--- src/rtl/lsu_dcache_port_pkg.sv ---
// ---------------------------------------------------------------------------
// lsu_dcache_port_pkg
// Shared encodings for the load/store unit dcache port:
//   - load type codes (LD_NONE..LD_LHU) as carried by IDEX_LdType
//   - store type codes (ST_NONE..ST_SW) as carried by IDEX_StType
//   - LSU FSM state encoding (2 bits)
//   - is_load helper (codes 6/7 are treated as "no load")
// ---------------------------------------------------------------------------
package lsu_dcache_port_pkg;

  localparam logic [2:0] LD_NONE = 3'd0;
  localparam logic [2:0] LD_LB   = 3'd1;
  localparam logic [2:0] LD_LH   = 3'd2;
  localparam logic [2:0] LD_LW   = 3'd3;
  localparam logic [2:0] LD_LBU  = 3'd4;
  localparam logic [2:0] LD_LHU  = 3'd5;

  localparam logic [1:0] ST_NONE = 2'd0;
  localparam logic [1:0] ST_SB   = 2'd1;
  localparam logic [1:0] ST_SH   = 2'd2;
  localparam logic [1:0] ST_SW   = 2'd3;

  typedef enum logic [1:0] {
    LSU_IDLE = 2'd0,
    LSU_REQ  = 2'd1,
    LSU_WAIT = 2'd2,
    LSU_DONE = 2'd3
  } lsu_state_e;

  function automatic logic is_load(input logic [2:0] t);
    return (t >= LD_LB) && (t <= LD_LHU);
  endfunction

endpackage

--- src/rtl/lsu_align.sv ---
// ---------------------------------------------------------------------------
// lsu_align
// Purely combinational byte-lane helper for the LSU.
//   Request side (from the EX stage operands):
//     i_off, i_ld_type, i_st_type, i_st_data -> o_wdata, o_wstrb, o_misalign
//   Response side (from the latched access):
//     i_rsp_off, i_rsp_ld_type, i_rdata      -> o_ld_data
// The caller masks i_st_type to ST_NONE when the access is a load, so a
// load never produces byte enables.
// ---------------------------------------------------------------------------
module lsu_align
  import lsu_dcache_port_pkg::*;
#(
  parameter int DATA_W = 32
) (
  input  logic [1:0]        i_off,
  input  logic [2:0]        i_ld_type,
  input  logic [1:0]        i_st_type,
  input  logic [DATA_W-1:0] i_st_data,
  output logic [DATA_W-1:0] o_wdata,
  output logic [3:0]        o_wstrb,
  output logic              o_misalign,
  input  logic [1:0]        i_rsp_off,
  input  logic [2:0]        i_rsp_ld_type,
  input  logic [DATA_W-1:0] i_rdata,
  output logic [DATA_W-1:0] o_ld_data
);

  logic [DATA_W-1:0] w_shift;

  // Load type wins over store type when both are nonzero.
  always_comb begin
    o_misalign = 1'b0;
    if (is_load(i_ld_type)) begin
      case (i_ld_type)
        LD_LH, LD_LHU: o_misalign = i_off[0];
        LD_LW:         o_misalign = (i_off != 2'b00);
        default:       o_misalign = 1'b0;
      endcase
    end else begin
      case (i_st_type)
        ST_SH:   o_misalign = i_off[0];
        ST_SW:   o_misalign = (i_off != 2'b00);
        default: o_misalign = 1'b0;
      endcase
    end
  end

  // Data is replicated across lanes so the cache can take any lane
  // selected by the strobe without its own shifter.
  always_comb begin
    o_wdata = '0;
    o_wstrb = 4'b0000;
    case (i_st_type)
      ST_SB: begin
        o_wdata = {4{i_st_data[7:0]}};
        o_wstrb = 4'b0001 << i_off;
      end
      ST_SH: begin
        o_wdata = {2{i_st_data[15:0]}};
        o_wstrb = 4'b0011 << {i_off[1], 1'b0};
      end
      ST_SW: begin
        o_wdata = i_st_data;
        o_wstrb = 4'b1111;
      end
      default: begin
        o_wdata = '0;
        o_wstrb = 4'b0000;
      end
    endcase
  end

  assign w_shift = i_rdata >> {i_rsp_off, 3'b000};

  always_comb begin
    o_ld_data = '0;
    case (i_rsp_ld_type)
      LD_LB:   o_ld_data = {{(DATA_W-8){w_shift[7]}}, w_shift[7:0]};
      LD_LH:   o_ld_data = {{(DATA_W-16){w_shift[15]}}, w_shift[15:0]};
      LD_LW:   o_ld_data = w_shift;
      LD_LBU:  o_ld_data = {{(DATA_W-8){1'b0}}, w_shift[7:0]};
      LD_LHU:  o_ld_data = {{(DATA_W-16){1'b0}}, w_shift[15:0]};
      default: o_ld_data = '0;
    endcase
  end

endmodule

--- src/rtl/lsu_dcache_port.sv ---
// ---------------------------------------------------------------------------
// lsu_dcache_port
// Memory-side consumer of the EX result bus. Issues one valid/ready dcache
// request per load/store, waits for load data, extends it, and stalls the
// front of the pipe while the access is outstanding.
//
// Ports
//   clk, rst                      clock, async active-high reset
//   ex_valid, EX_LdStFlag         EX holds a valid memory instruction
//   EX_AluData, st_data           effective address, store data
//   IDEX_LdType, IDEX_StType      access type codes
//   dc_req_*                      request channel to the dcache
//   dc_resp_valid, dc_resp_rdata  load response from the dcache
//   lsu_stall                     hold IF/ID/EX
//   wb_valid, wb_data             one-cycle load result to MEM/WB
//   lsu_misalign                  one-cycle misaligned-access pulse
//
// state | meaning
// IDLE  | waiting for a memory instruction in EX
// REQ   | dc_req_valid high, fields frozen until dc_req_ready
// WAIT  | load accepted, waiting for dc_resp_valid
// DONE  | access complete, one cycle so EX can advance without re-issue
// ---------------------------------------------------------------------------
module lsu_dcache_port
  import lsu_dcache_port_pkg::*;
#(
  parameter int DATA_W = 32,
  parameter int ADDR_W = 32
) (
  input  logic              clk,
  input  logic              rst,
  input  logic              ex_valid,
  input  logic              EX_LdStFlag,
  input  logic [ADDR_W-1:0] EX_AluData,
  input  logic [DATA_W-1:0] st_data,
  input  logic [2:0]        IDEX_LdType,
  input  logic [1:0]        IDEX_StType,
  output logic              dc_req_valid,
  input  logic              dc_req_ready,
  output logic              dc_req_we,
  output logic [ADDR_W-1:0] dc_req_addr,
  output logic [DATA_W-1:0] dc_req_wdata,
  output logic [3:0]        dc_req_wstrb,
  input  logic              dc_resp_valid,
  input  logic [DATA_W-1:0] dc_resp_rdata,
  output logic              lsu_stall,
  output logic              wb_valid,
  output logic [DATA_W-1:0] wb_data,
  output logic              lsu_misalign
);

  lsu_state_e        r_state;
  lsu_state_e        w_next;
  logic [2:0]        r_ld_type;
  logic [1:0]        r_off;

  logic              w_is_ld;
  logic              w_is_st;
  logic              w_start;
  logic              w_start_aligned;
  logic              w_misalign;
  logic [1:0]        w_st_type;
  logic [DATA_W-1:0] w_wdata;
  logic [3:0]        w_wstrb;
  logic [DATA_W-1:0] w_ld_data;

  assign w_is_ld   = is_load(IDEX_LdType);
  assign w_is_st   = (IDEX_StType != ST_NONE);
  assign w_st_type = w_is_ld ? ST_NONE : IDEX_StType;

  assign w_start = (r_state == LSU_IDLE) && ex_valid && EX_LdStFlag &&
                   (w_is_ld || w_is_st);
  assign w_start_aligned = w_start && !w_misalign;

  lsu_align #(.DATA_W(DATA_W)) u_align (
    .i_off         (EX_AluData[1:0]),
    .i_ld_type     (IDEX_LdType),
    .i_st_type     (w_st_type),
    .i_st_data     (st_data),
    .o_wdata       (w_wdata),
    .o_wstrb       (w_wstrb),
    .o_misalign    (w_misalign),
    .i_rsp_off     (r_off),
    .i_rsp_ld_type (r_ld_type),
    .i_rdata       (dc_resp_rdata),
    .o_ld_data     (w_ld_data)
  );

  always_ff @(posedge clk or posedge rst) begin
    if (rst) r_state <= LSU_IDLE;
    else     r_state <= w_next;
  end

  always_comb begin
    w_next = r_state;
    case (r_state)
      LSU_IDLE: if (w_start_aligned) w_next = LSU_REQ;
      LSU_REQ:  if (dc_req_ready)    w_next = dc_req_we ? LSU_DONE : LSU_WAIT;
      LSU_WAIT: if (dc_resp_valid)   w_next = LSU_DONE;
      LSU_DONE: w_next = LSU_IDLE;
      default:  w_next = LSU_IDLE;
    endcase
  end

  // Stall is low in DONE so EX advances exactly once per access.
  always_comb begin
    lsu_stall = w_start_aligned || (r_state == LSU_REQ) || (r_state == LSU_WAIT);
  end

  always_ff @(posedge clk or posedge rst) begin
    if (rst) begin
      dc_req_valid <= 1'b0;
      dc_req_we    <= 1'b0;
      dc_req_addr  <= '0;
      dc_req_wdata <= '0;
      dc_req_wstrb <= 4'b0000;
      r_ld_type    <= LD_NONE;
      r_off        <= 2'b00;
      wb_valid     <= 1'b0;
      wb_data      <= '0;
      lsu_misalign <= 1'b0;
    end else begin
      lsu_misalign <= w_start && w_misalign;
      wb_valid     <= 1'b0;
      if (w_start_aligned) begin
        dc_req_valid <= 1'b1;
        dc_req_we    <= !w_is_ld;
        dc_req_addr  <= {EX_AluData[ADDR_W-1:2], 2'b00};
        dc_req_wdata <= w_wdata;
        dc_req_wstrb <= w_wstrb;
        r_ld_type    <= w_is_ld ? IDEX_LdType : LD_NONE;
        r_off        <= EX_AluData[1:0];
      end else if ((r_state == LSU_REQ) && dc_req_ready) begin
        dc_req_valid <= 1'b0;
      end
      if ((r_state == LSU_WAIT) && dc_resp_valid) begin
        wb_valid <= 1'b1;
        wb_data  <= w_ld_data;
      end
    end
  end

endmodule

--- config.mk ---
export PLATFORM = sky130hd
export DESIGN_NAME = lsu_dcache_port
export DESIGN_NICKNAME = d
export VERILOG_FILES = /design/src/rtl/lsu_dcache_port_pkg.sv /design/src/rtl/lsu_align.sv /design/src/rtl/lsu_dcache_port.sv
export SDC_FILE = /design/constraint.sdc
export NUM_CORES = 1
export LEC_CHECK = 0
export ABC_CLOCK_PERIOD_IN_PS = 2920
export CORE_MARGIN = 3
export CORE_UTILIZATION = 40
export CTS_CLUSTER_SIZE = 12
export DETAILED_ROUTE_END_ITERATION = 8
export MAX_ROUTING_LAYER = met4
export PLACE_DENSITY = 0.84
export SYNTH_ARGS = -nofsm -noshare
export SYNTH_HDL_FRONTEND = slang
export SYNTH_SLANG_ARGS = --single-unit
--- constraint.sdc ---
create_clock -name clk -period 2.92 [get_ports clk]
set_input_delay 0.292 -clock clk [delete_from_list [all_inputs] [get_ports clk]]
set_output_delay 0.292 -clock clk [all_outputs]
set_load 0.05 [all_outputs]
==> results of run 1 <==
-- worst paths after layout --
check                                  end  cells after the start           start
setup reg to reg               wb_data[31]                      7      r_state[0]
min in group clk              dc_req_valid                      2    dc_req_valid
setup / recovery                 lsu_stall                      6  IDEX_LdType[1]
max in group asynchronous   dc_req_addr[9]                      3             rst
hold reg to reg               dc_req_valid                      2    dc_req_valid
hold / removal             dc_req_addr[26]                      2             rst
-- critical path: stages --
cell and delay (ns):
clkdlybuf4s50_1 0.53, o311ai_0 0.57, nand3_1 0.29, nand2b_4 0.27, nand2_1 0.07, buf_4 0.19
-- through the flow --
stage / setup WS (ns) / total power, W
floorplan: 0.733 / 0.00582
global placement: 0.317 / 0.00751
detailed placement: 0.194 / 0.00761
CTS: 0.384 / 0.00898
global route: 0.230 / 0.00934
finish: 0.412 / 0.00892
-- routing by layer --
metal / wire length (um) / vias up / GRT usage, %
met4: 260 / 0 / 7.77
met1: 6760 / 2265 / 28.6
li1: - / 2150 / -
met3: 1270 / 25 / 4.50
met5: 0 / - / -
met2: 7440 / 221 / 34.5
-- where the power goes --
part | internal [W] | switching, W
logic | 0.00183 | 0.00322
registers | 0.00213 | 0.000398
clock network | 0.000783 | 0.000559
-- cell families after synthesis --
| family | share of synthesized area, % |
|---|---|
| other | 0.0699 |
| AND/OR/NAND/NOR | 7.65 |
| buffers and inverters | 4.62 |
| flip-flops | 50.9 |
| adder cells (fa/ha/maj) | 0.933 |
| AO/OA/AOI/OAI | 21.1 |
| multiplexers | 14.7 |
-- layout by cell type, fill, tap and decap left out, types with 15 or more instances in the layout --
cell and instances:
a221o_1 16, a22o_1 16, a22oi_1 18, buf_4 15, clkdlybuf4s50_1 208, dfrtp_1 109
mux2_1 34, mux2_2 20, mux2i_1 16, nand2_1 72, o21ai_0 50
-- flip-flops by register name, indices dropped and copies added (netlist names) --
register / cells
r_ld_type: 3
r_state: 2
dc_req_valid: 1
dc_req_wdata: 32
dc_req_wstrb: 4
dc_req_addr: 30
lsu_misalign: 1
wb_data: 32
r_off: 2
wb_valid: 1
dc_req_we: 1
-- area by class of cell --
cell class                 instances  area [sq um]
clock buffer                      10           239
inverter                           9          37.5
timing repair buffer             227          2270
clock inverter                     6          93.8
tap                              172           215
fill                            1038          4890
multi-input combinational        322          2400
sequential                       109          2730
==> flow_summary.toml, run 1 <==
[outcome]
status = "finished, final reports clean"

[setup_path]
crit_arrival_ns = 2.22
cp_max_fo = 13
start_kind = "input port"
r2r_slack_ns = 0.75
critPathRequiredTime_ns = 2.63
criticalPathCategory = "in2out"
end_kind = "output pin"

[timing]
maxSlewHeadroom_pct = 27.3
hold_ws_ns = 0.433
finalMaxSlewViolations = 0
rsz0062_at_grt = "false"
fin_crit_sh_pct = 85.9
fmax_mhz = 399
finalHoldViolations = 0
fin_skew_ns = 0.00709
setup_viol = 0
period_needed_ns = 2.51
tightest_slew_ns = 1.09
tns_ns = 0

[die]
die_w_um = 122
start_util_pct = 41.6
fp.dieArea_sq_mm = 0.0148
coreArea_sq_mm = 0.0129
fp.dieH_um = 122
rows = 41
io_pins = 212

[pwr]
p_leak_nw = 3.43
vdd.ir_drop.worst_mv = 0.493
powerDensity_mw_per_mm2 = 1120

[synth]
avgSynthCellArea_sq_um = 11.3
netlist_area_sq_mm = 0.00536
async_reset_ff_share_pct = 100
synth_cell_type_count = 46
ys_seq_area_share_pct = 50.9
synth-edff-count = 0
ys_seq_elements = 109
synth_warnings = 0
yosys-top-cells-area = "dfrtp_1 (51%), mux2_1 (7.1%), nand2_1 (5.0%)"
synth_top_cell_by_area = "dfrtp_1"
synth_top_area_share_pct = 50.9
synthFlopType = "dfrtp_1"
yosysMostFrequentCell = "dfrtp_1"
syn_inst = 474
synth_common_cells = "dfrtp_1 (109), nand2_1 (72), o21ai_0 (50)"

[cts]
clkSlewWorstSetupHoldPaths_ns = 0.07
h-tree-depth = 3
cts_buffers = 9
clockBufferDepth = 2
cts_root_buffer = "clkbuf_16"
postCtsSetupBuffers = 0
worstSkewPairLatency_ns = 0.34
cts_tree = "yes"
cts.sinks = 109
post_cts_resized = 0
ctsHoldBuffers = 0

[global_routing]
grt-ovfl-total = 0
grtUsageTotal_pct = 22.0
grt_start_max_net_pins = 39
grt_pass1_vias = 4799
grt_first_pass_wirelength_mm = 25.2
antenna_found_initial = 0

[detailed_routing]
ant_nets = 0
viasPerCell = 5.45
drtPass1Iterations = 5
drc = 0
wl_per_cell_um = 18.4
vias = 4661
drt-initial-drc-count = 461
wl_mm = 15.7

[layout]
nets = 789
area_growth_pct = 48.9
design_area_sq_mm = 0.00799
post_route_cells_drive_above_1_share_pct = 10.7
diodes = 0
post-route-util_pct = 62.0
final_cells = 855

[placed_design]
placed_cell_area_sq_mm = 0.00765
dp.cells = 839
port_buffers = 209
hpwl_mm = 11.9
place_congestion = 0.883

[worst_hold_path]
hp-class = "in2async"

[job]
maxCapViolCount = 0
Power figures use the tool's default switching activity.
==> inputs of run 2 (changes only) <==
--- a/config.mk
+++ b/config.mk
@@ -5,13 +5,13 @@
 export SDC_FILE = /design/constraint.sdc
 export NUM_CORES = 1
 export LEC_CHECK = 0
-export ABC_CLOCK_PERIOD_IN_PS = 2920
+export ABC_CLOCK_PERIOD_IN_PS = 3000
 export CORE_MARGIN = 3
-export CORE_UTILIZATION = 40
+export CORE_UTILIZATION = 47
 export CTS_CLUSTER_SIZE = 12
 export DETAILED_ROUTE_END_ITERATION = 8
 export MAX_ROUTING_LAYER = met4
-export PLACE_DENSITY = 0.84
+export PLACE_DENSITY = 0.92
 export SYNTH_ARGS = -nofsm -noshare
 export SYNTH_HDL_FRONTEND = slang
 export SYNTH_SLANG_ARGS = --single-unit
==> constraint.sdc (replaced) <==
create_clock -name clk -period 3 [get_ports clk]
set_input_delay 0.3 -clock clk [delete_from_list [all_inputs] [get_ports clk]]
set_output_delay 0.3 -clock clk [all_outputs]
set_load 0.05 [all_outputs]
==> flow_summary.toml, run 2 (synthesized netlist as in run 1, its figures left out) <==
[outcome]
status = "finished, final reports clean"

[layout]
diodes = 0
design_area_sq_mm = 0.00787
layout_common_cells = "clkdlybuf4s50_1 (208), dfrtp_1 (109), nand2_1 (72)"
multi_input_area_sq_mm = 0.00240
area_growth_pct = 46.8
final_common_cell = "clkdlybuf4s50_1"
regArea_sq_mm = 0.00273
final_cells = 823
post_route_cells_drive_above_1_share_pct = 10.5
filler_cell_count = 806
top_regs = "dc_req_wdata: 32 flops, wb_data: 32 flops, dc_req_addr: 30 flops"
nets = 789

[timing]
maxSlewHeadroom_pct = 45.6
setup_viol = 0
rsz0062_at_grt = "false"
fmax_mhz = 387
tns_ns = 0
fin_crit_sh_pct = 86.1
final.setup.worst_slack_ns = 0.417
finalHoldViolations = 0
tightest_slew_ns = 0.810
fin_skew_ns = 0.0110
period_needed_ns = 2.58
finalMaxSlewViolations = 0

[cts]
worstSkewPairLatency_ns = 0.35
cts_buffers = 9
clockBufferDepth = 2
h-tree-depth = 3
postCtsSetupBuffers = 0
cts_root_buffer = "clkbuf_16"
cts_tree = "yes"
ctsHoldBuffers = 0
clkSlewWorstSetupHoldPaths_ns = 0.08
cts.sinks = 109

[pwr]
cell_internal_pwr_w = 0.00442
p_leak_nw = 3.40
sw_frac_of_total_pct = 48.1
powerDensity_mw_per_mm2 = 1080
p_comb_share_pct = 57.3
pwr-share-seq_pct = 29.3
vdd.ir_drop.worst_mv = 0.726
p_switching_w = 0.00410
clkPwrFrac_pct = 13.4

[detailed_routing]
wl_per_cell_um = 19.0
viasPerCell = 5.73
drtPass1Iterations = 5
vias = 4717
drc = 0
ant_nets = 0
wl_mm = 15.7
drt-initial-drc-count = 317

[job]
maxCapViolCount = 0

[setup_path]
reg2reg_depth = 5
end_kind = "output pin"
r2r_slack_ns = 0.63
criticalPathCategory = "in2out"
r2r_start = "r_off[0]"
critPathRequiredTime_ns = 2.70
start_kind = "input port"
r2r_end = "wb_data[24]"
cp_max_fo = 22
crit_arrival_ns = 2.28

[placed_design]
placed_cell_area_sq_mm = 0.00759
hpwl_mm = 11.9
place_congestion = 0.909
dp.cells = 807
post-place-ws_ns = 0.166
port_buffers = 209

[die]
fp.dieH_um = 113
start_util_pct = 48.8
coreArea_sq_mm = 0.0110
fp.dieArea_sq_mm = 0.0127
rows = 38
io_pins = 212
die_w_um = 113

[global_routing]
antenna_found_initial = 0
grt_pass1_vias = 4871
grt-ovfl-total = 0
grtUsageTotal_pct = 25.4
grt_start_max_net_pins = 61
grt_first_pass_wirelength_mm = 25.0

[worst_hold_path]
hp-class = "in2async"
[run 2: worst max path at each step]
stage / startpoint / endpoint / depth (start not counted)
floorplan: r_state[0] / lsu_stall / 9
global placement: IDEX_LdType[1] / dc_req_wdata[9] / 6
detailed placement: IDEX_LdType[1] / dc_req_wdata[9] / 6
CTS: IDEX_LdType[1] / lsu_stall / 6
global route: IDEX_LdType[1] / lsu_stall / 6
finish: EX_AluData[1] / lsu_stall / 7
[run 2: power groups by stage]
| stage | combinational [W] | clock, W | sequential, W |
|---|---|---|---|
| after floorplan | 0.00131 | 0 | 0.00435 |
| after global routing | 0.00512 | 0.00123 | 0.00257 |
| final | 0.00488 | 0.00114 | 0.00250 |
| after CTS | 0.00491 | 0.00115 | 0.00250 |
| after detailed placement | 0.00488 | 0 | 0.00251 |
| after global placement | 0.00478 | 0 | 0.00249 |
[run 2: cell type report]
cell class / instances / share of cell area [%]
Multi-Input combinational cell: 322 / 30.5
Sequential cell: 109 / 34.7
Tap cell: 140 / 2.23
Clock buffer: 10 / 2.91
Inverter: 9 / 0.477
Clock inverter: 6 / 0.668
Timing Repair Buffer: 227 / 28.6
[run 2: layer usage]
layer  part of all wire (%)  global-route usage (%)  wire [um]
met2                     49                    41.7       7720
met5                      0                       -          0
met3                    8.2                    6.31       1290
met4                    2.2                    7.69        343
met1                     40                    31.2       6320
[run 2: per-stage QoR]
stage / util (%) / total power [W] / hold slack (ns)
final: 71.7 / 0.00851 / 0.432
after CTS: 71.7 / 0.00856 / 0.457
after global routing: 71.7 / 0.00891 / 0.498
after floorplan: - / 0.00566 / 0.395
after detailed placement: 69.1 / 0.00740 / 0.473
after global placement: 69.1 / 0.00727 / 0.472
[run 2: critical path, cell delays in order]
cell	delay (ns)
clkdlybuf4s50_1	0.56
inv_1	0.13
o31ai_1	0.38
nand3_1	0.25
nand2b_4	0.33
nand2_1	0.11
buf_4	0.21
[run 2: repair_timing]
item                                    CTS  global route
endpoints found under the setup margin    0             1
endpoints found under the hold margin     0             0
gates resized for setup                   0             1
